--- src/rtl/uart_pkg.sv ---
// uart_pkg: ASCII control codes, line-editor state encoding and byte classification.
package uart_pkg;
    localparam logic [7:0] BEL = 8'h07;
    localparam logic [7:0] BS  = 8'h08;
    localparam logic [7:0] LF  = 8'h0A;
    localparam logic [7:0] CR  = 8'h0D;
    localparam logic [7:0] SP  = 8'h20;
    localparam logic [7:0] DEL = 8'h7F;

    typedef enum logic [1:0] {IDLE, PROC, ECHO, HOLD} state_t;

    function automatic logic is_print(input logic [7:0] b);
        return b >= SP && b <= 8'h7E;
    endfunction
endpackage

--- src/rtl/uart_line_ram.sv ---
// uart_line_ram: DEPTH x 8 line buffer, one write port and one registered read port.
module uart_line_ram #(
    parameter int DEPTH = 64,
    parameter int AW    = 6
) (
    input  logic          clk,
    input  logic          we,
    input  logic [AW-1:0] waddr,
    input  logic [7:0]    wdata,
    input  logic [AW-1:0] raddr,
    output logic [7:0]    rdata
);
    logic [7:0] mem [DEPTH];

    always_ff @(posedge clk) begin
        if (we) mem[waddr] <= wdata;
        rdata <= mem[raddr];
    end
endmodule

--- src/rtl/uart_line_edit.sv ---
// uart_line_edit: UART line editor (printable store, backspace, CR/LF line handoff).
// Echo to the TX FIFO is built only when UART_LINE_ECHO_EN is defined.
module uart_line_edit
    import uart_pkg::*;
#(
    parameter int LINE_LEN  = 64,
    parameter int ADDRWIDTH = 6
) (
    input  logic                 clk,
    input  logic                 reset,
    input  logic [7:0]           rx_fifo_rd_data,
    input  logic                 rx_fifo_ne,
    output logic                 rx_fifo_re,
    output logic [7:0]           tx_fifo_wr_data,
    output logic                 tx_fifo_we,
    input  logic                 tx_fifo_cf,
    output logic                 line_rdy,
    output logic [ADDRWIDTH:0]   line_len,
    input  logic                 line_ack,
    input  logic [ADDRWIDTH-1:0] line_rd_addr,
    output logic [7:0]           line_rd_data,
    output logic                 line_ovf
);
`ifdef UART_LINE_ECHO_EN
    localparam bit ECHO_EN = 1'b1;
`else
    localparam bit ECHO_EN = 1'b0;
`endif
    localparam logic [ADDRWIDTH:0] FULL = (ADDRWIDTH+1)'(LINE_LEN);

    state_t             state, state_nx;
    logic [7:0]         cur;
    logic [ADDRWIDTH:0] len, len_nx;
    logic [23:0]        eq, eq_nx;
    logic [1:0]         ecnt, ecnt_nx;
    logic               done, done_nx;
    logic               wr_en;

    uart_line_ram #(.DEPTH(LINE_LEN), .AW(ADDRWIDTH)) u_ram (
        .clk   (clk),
        .we    (wr_en),
        .waddr (len[ADDRWIDTH-1:0]),
        .wdata (cur),
        .raddr (line_rd_addr),
        .rdata (line_rd_data)
    );

    always_ff @(posedge clk) begin
        if (reset) begin
            state      <= IDLE;
            len        <= '0;
            ecnt       <= '0;
            done       <= 1'b0;
            rx_fifo_re <= 1'b0;
        end else begin
            state      <= state_nx;
            len        <= len_nx;
            ecnt       <= ecnt_nx;
            done       <= done_nx;
            rx_fifo_re <= state == IDLE && rx_fifo_ne;
        end
    end

    // Echo queue shifts out LSB first; cur holds the byte popped on the IDLE->PROC edge.
    always_ff @(posedge clk) begin
        eq  <= eq_nx;
        cur <= state == IDLE ? rx_fifo_rd_data : cur;
    end

    always_comb begin
        state_nx = state;
        len_nx   = len;
        eq_nx    = eq;
        ecnt_nx  = ecnt;
        done_nx  = done;
        wr_en    = 1'b0;
        line_ovf = 1'b0;
        case (state)
            IDLE: state_nx = rx_fifo_ne ? PROC : IDLE;
            PROC: begin
                state_nx = IDLE;
                if (is_print(cur)) begin
                    wr_en    = len != FULL;
                    line_ovf = len == FULL;
                    len_nx   = wr_en ? len + 1'b1 : len;
                    eq_nx    = {16'h0000, wr_en ? cur : BEL};
                    ecnt_nx  = 2'd1;
                    state_nx = ECHO_EN ? ECHO : IDLE;
                end else if ((cur == BS || cur == DEL) && len != '0) begin
                    len_nx   = len - 1'b1;
                    eq_nx    = {BS, SP, BS};
                    ecnt_nx  = 2'd3;
                    state_nx = ECHO_EN ? ECHO : IDLE;
                end else if ((cur == CR || cur == LF) && len != '0) begin
                    eq_nx    = {8'h00, LF, CR};
                    ecnt_nx  = 2'd2;
                    done_nx  = 1'b1;
                    state_nx = ECHO_EN ? ECHO : HOLD;
                end
            end
            ECHO: begin
                if (!tx_fifo_cf) begin
                    eq_nx    = eq >> 8;
                    ecnt_nx  = ecnt - 2'd1;
                    state_nx = ecnt == 2'd1 ? (done ? HOLD : IDLE) : ECHO;
                end
            end
            HOLD: begin
                if (line_ack) begin
                    len_nx   = '0;
                    done_nx  = 1'b0;
                    state_nx = IDLE;
                end
            end
        endcase
    end

    assign tx_fifo_we      = ECHO_EN && state == ECHO && !tx_fifo_cf;
    assign tx_fifo_wr_data = (ECHO_EN && state == ECHO) ? eq[7:0] : 8'h00;
    assign line_rdy        = state == HOLD;
    assign line_len        = len;
endmodule

--- config.mk ---
export PLATFORM = sky130hd
export DESIGN_NAME = uart_line_edit
export DESIGN_NICKNAME = d
export VERILOG_FILES = /design/src/rtl/uart_pkg.sv /design/src/rtl/uart_line_ram.sv /design/src/rtl/uart_line_edit.sv
export SDC_FILE = /design/constraint.sdc
export NUM_CORES = 1
export LEC_CHECK = 0
export CAP_MARGIN = 5
export CORE_MARGIN = 2
export CORE_UTILIZATION = 50
export DETAILED_ROUTE_END_ITERATION = 8
export GPL_TIMING_DRIVEN = 1
export PLACE_DENSITY = 0.66
export SLEW_MARGIN = 15
export SYNTH_ARGS = -nofsm -noshare
export SYNTH_HDL_FRONTEND = slang
export SYNTH_SLANG_ARGS = --single-unit
--- constraint.sdc ---
create_clock -name clk -period 5.01 [get_ports clk]
set_clock_uncertainty 0.15 [all_clocks]
set_input_delay 1.002 -clock clk [delete_from_list [all_inputs] [get_ports clk]]
set_output_delay 1.002 -clock clk [all_outputs]
set_load 0.05 [all_outputs]
Word level (Yosys, flattened, before mapping):

Memory sizes are Yosys's and may differ from the RTL's. A register that Yosys moved wholly into a read port is not among the register bits.
Cells that the tools add are included.
Widths: inputs -> output; s select.

* memories kept: 1
* memory bits (writable): 512
* bits in latches: 0
* input port bits: 19
* memory bits (read-only): 0
* bits in registers: 21

Memory list
* u_ram.mem: depth 64, width 8, rd ports 1, clocked after Yosys merged registers in 1, write ports 1, RTL line uart_line_ram.sv:13 `logic [7:0] mem [DEPTH];`

* bitwise logic cells: 0
* divide/modulo/power cells: 0
* multiplexer cells: 30
* equality and inequality tests: 18
* reduce and logical (&&, ||, !) cells: 14
* shift operators: 0
* order comparisons: 2
* multipliers: 0
* add/sub/neg operators: 3

Operators by type and width (count)
* $mux 7: 4
* $eq 8x4->1 const B: 3
* $mux 2: 11
* $pmux 7 s2: 1
* $mux 1: 11
* $eq 8x7->1 const B: 1
* $ge 8x6->1 const B: 1
* $le 8x7->1 const B: 1
* $ne 2x2->1 const B: 4
* $pmux 2 s4: 1
* $add 7x1->7 const B: 1
* $eq 7x7->1 const B: 1
* $ne 7x7->1 const B: 1
* $reduce_bool 7->1: 1
* $sub 7x1->7 const B: 1
* $ne 3x3->1 const B: 2
* $reduce_and 5->1: 1
* $eq 2x1->1 const B: 2
* $eq 2x2->1 const B: 2
* $logic_and 1x1->1: 4
* $ne 4x4->1 const B: 1
* $pmux 2 s2: 1
* $reduce_and 4->1: 1
* $reduce_bool 2->1: 2
* other kinds (7): 8

Longest topological paths before layout:

Gate-level depths: netlist (run 1).

* word-level depth: 7
* depth in mapped cells: 10

By module:

A second synthesis (run 1) with hierarchy kept.

* cell total of the unflattened synthesis: 1088
* area total of the unflattened synthesis: 21521.9 um2

Modules (own cells, without submodules)
* uart_line_ram: area an instance 20166.8 um2, cells an instance 940, instances 1, seq. area each 15534.9 um2
* uart_line_edit: area an instance 1355.0 um2, cells an instance 148, instances 1, seq. area each 500.5 um2

Least setup slack after synthesis (run 1):

OpenSTA, ideal clock, no wires.

* kind: register to output
* start point: register cur[5]
* end point: output line_ovf
* arrival: 2.740 ns
* path buffers: 1
* setup slack: 1.118 ns
* stages on the path, launching flop included: 6
* cells stage by stage: edfxtp_1 -> nor2_1 -> a311oi_4 -> clkbuf_1 -> nand2_1 -> nor2_1

* word-level cells in the longest chain between the ends: 4

Ends and longest elaborated chain
* start, declared: RTL line uart_line_edit.sv:32 `logic [7:0] cur;`
* start signal, assigned: RTL line uart_line_edit.sv:67 `cur <= state == IDLE ? rx_fifo_rd_data : cur;`
* $ge 8x6->1 or $le 8x7->1 (tied branches): RTL line uart_pkg.sv:13 `return b >= SP && b <= 8'h7E;`
* $logic_and 1x1->1 *: RTL line uart_pkg.sv:13
* $mux 1 *: RTL line uart_line_edit.sv:82 `if (is_print(cur)) begin`
* $mux 1 *: RTL line uart_line_edit.sv:78 `case (state)`
* end, declared: RTL line uart_line_edit.sv:22 `output logic line_ovf`

Mark *: on every way between the ends. The rest lies on a longest branch, timed or not.

Worst setup path in the final report (run 1):

Ends and elaborated chain as after synthesis.

==> impl_metrics.toml, run 1 <==
[status]
outcome = "completed"

[timing]
rsz0062_at_grt = "false"
hold_viol = 0
setup_ws_ps = 480.3
finalSetupTns_ps = 0
setup_violations = 0
fin_crit_ps = 4530
fin_crit_sh_pct = 90.41
fmax_ghz = 0.2208
relSlewSlack_pct = 32.78
whs_ps = 346.5
worstMarginPinSlew_ps = 1008
slew_violations = 0

[routing]
wl_per_cell_um = 26.71
avgViaCountPerCell = 6.067
num_vias = 10520
drtIter0Drc = 1058
wl_met1_mm = 19.10
dr_wl_met3_mm = 3.326
drc_errors = 0
met2_wirelength_mm = 22.71
postRouteAntennaNets = 0
drt_first_pass_iters = 5
dr.max_layer_used = "met4"
routed_wl_mm = 46.31

[finish]
stdcell_area_mm2 = 0.02421
final_common_cell = "edfxtp_1"
mostFrequentLayoutCells = "520 x edfxtp_1, 129 x mux4_2, 86 x nor2_1"
nNetsFinal = 1181
diodes = 0
drive_gt1_share_pct = 21.59
fin_cells = 1734
syn2layout_area_growth_pct = 12.60

[synthesis]
synth_cell_types = 60
synth.avg_cell_area_um2 = 19.92
synth_edf_count = 520
ys.flop_type = "edfxtp_1"
ys_ff_latch = 541
async_reset_ff_share_pct = 0
ys_warn_count = 0
synthCells = 1079
synth_area_mm2 = 0.02150
ys_seq_area_share_pct = 74.59

[clock_network]
clk_pin_slew_worst_paths_ps = 60
cts.sink_count = 541
cts_buffer_depth = 3
hold_buffers = 0
cts-buffers-inserted = 53
cts_tree = "built"
cts_setup_buffers = 0
cts_root_buffer = "clkbuf_16"
post_cts_resized = 0
clk_latency_ps = 590
htree_levels = 2

[setup_path]
slowest_stage = "clkdlybuf4s50_1"
worstSetupPathType = "reg -> out"
slowest_delay_ps = 830
path_cells = "and4_4, a311oi_4, nand2_1, nor2_1, clkdlybuf4s50_1"
arrival_ps = 3380
endpoint_kind = "output port"
cp.required_ps = 3860
cp-start-kind = "register"
cp_max_fo = 19

[placement]
dp_hpwl_mm = 27.69
place_ws_ps = 1049
port_buffers = 36
place_area_mm2 = 0.02245
gp_congestion = 0.8300
placedCellCount = 1634

[global_routing]
grt-ovfl-total = 0
grt_pass1_vias = 10770
antenna_found_initial = 0
grt_max_degree = 68
grt_pass1_wl_mm = 69.06
track_usage_pct = 21.36

[pwr]
share_seq_of_total_power_pct = 52.1
p_per_area_mw_per_mm2 = 402.3
p_leak_nw = 7.638
irDropWorstVdd_mv = 0.2711
switching_share_pct = 21.65
intPower_w = 0.007629
p_sw_w = 0.002108
clock_power_share_pct = 41.2
comb_power_share_pct = 6.7

[floorplan]
die_h_um = 211.4
dieWidth_um = 211.4
start_util_pct = 50.91
ios = 46
fp-row-count = 75
core-area_mm2 = 0.04223
die-area_mm2 = 0.04467

[job]
maxCapViolCount = 0

[min_path]
hold_class = "reg -> reg"
final timing paths:
path              depth (start not counted)                          to  slack, ps             startpoint
hold / removal                            2       state[1]$_SDFFE_PP0P_        350  state[1]$_SDFFE_PP0P_
setup / recovery                          5                    line_ovf        480       cur[5]$_DFFE_PN_
setup reg to reg                          4  u_ram.mem[47][3]$_DFFE_PP_        960       cur[5]$_DFFE_PN_
hold reg to reg                           2       state[1]$_SDFFE_PP0P_        350  state[1]$_SDFFE_PP0P_
logic make-up (layout without fill, tap and decap cells):
logic type                 Yosys count  after routing  share of synthesized area (%)
buffers and inverters               72            180                          2.020
muxes                              156            156                          14.77
other                                1              9                        0.01744
DFF                                541            541                          74.59
and+or+nand+nor                    192            192                          4.476
adders and majority gates           12             12                         0.7334
AOI/OAI and AO/OA                  102            102                          3.265
xor gates and xnor gates             3              3                         0.1223
cell usage after synthesis, types with 2 or more instances:
cell      instances  area share (%)
nor3_2            2           0.093
nand2_1          32            0.56
or4_1             5            0.17
inv_1             7            0.12
nor2b_1          11            0.32
and2_1            3           0.087
a211oi_1          8            0.28
ha_1             11            0.64
nand3b_1          8            0.28
clkbuf_1         22            0.38
a22oi_1          20            0.70
a21oi_1          25            0.58
nand4_1           4            0.12
buf_4            17            0.59
a211oi_2          2            0.12
nand4b_1          3            0.12
or3b_1            4            0.16
o21ai_1           4           0.093
nor2_1           86             1.5
or3_1             5            0.15
mux4_2          129              14
buf_2            10            0.23
o221ai_1          3            0.12
mux2i_1          27             1.3
nand3_1          13            0.30
a211o_1           2           0.082
xnor2_1           3            0.12
or2_2             2           0.058
dfxtp_1          21             2.0
edfxtp_1        520              73
buf_6             7            0.37
a31oi_1           4            0.12
buf_1             5           0.087
o311ai_0          6            0.24
o21ai_0           8            0.19
o22ai_1          12            0.35
clkbuf_8          2            0.13
nand2b_1          4            0.12
flip-flops by register name, indices dropped and copies added (netlist names):
| signal | count |
|---|---|
| done | 1 |
| cur | 8 |
| state | 2 |
| line_len | 7 |
| u_ram.rdata | 8 |
| u_ram.mem | 512 |
| rx_fifo_re | 1 |
| ecnt | 2 |
area by class of cell:
cell class | instances | area (um2)
fillers | 3153 | 18020
flip-flops and latches | 541 | 16040
multi-input cells | 474 | 5057
clock buffers | 70 | 1433
well taps | 539 | 674.4
repair buffers | 72 | 649.4
clock inverters | 30 | 326.6
inverters | 8 | 30.03
stage by stage:
step | util [%] | total power (W)
2_1_floorplan | - | 0.005611
3_3_place_gp | 53.16 | 0.005814
3_5_place_dp | 53.16 | 0.005828
4_1_cts | 57.32 | 0.009810
5_1_grt | 57.32 | 0.01004
6_report | 57.32 | 0.009738
routing by layer:
| layer | track usage, % | vias to the layer above |
|---|---|---|
| li1 | - | 4563 |
| met1 | 29.60 | 5491 |
| met2 | 34.83 | 389 |
| met3 | 3.991 | 78 |
| met4 | 6.654 | 0 |
| met5 | 0 | - |
critical path, delay by kind of cell (launching register included):
family | cells | cell delay (ps)
AOI/OAI and AO/OA | 1 | 680
and+or+nand+nor | 3 | 630
buffers and inverters | 1 | 830
DFF | 1 | 660
power groups by stage:
stage                     sequential, W  combinational, W  clock (W)
after floorplan                 0.00525          0.000363          0
after global placement          0.00516          0.000650          0
after detailed placement        0.00516          0.000663          0
after CTS                       0.00507          0.000665    0.00408
after global routing            0.00507          0.000710    0.00426
final                           0.00507          0.000656    0.00401
(Power assumes the default switching activity.)
==> run 2, diff against run 1 <==
--- a/config.mk
+++ b/config.mk
@@ -11,7 +11,7 @@
 export DETAILED_ROUTE_END_ITERATION = 8
 export GPL_TIMING_DRIVEN = 1
 export PLACE_DENSITY = 0.66
-export SLEW_MARGIN = 15
+export SLEW_MARGIN = 20
 export SYNTH_ARGS = -nofsm -noshare
 export SYNTH_HDL_FRONTEND = slang
 export SYNTH_SLANG_ARGS = --single-unit
==> results of run 2 <==
Same layout as run 1: the final DEF is identical, and so are final timing and power.
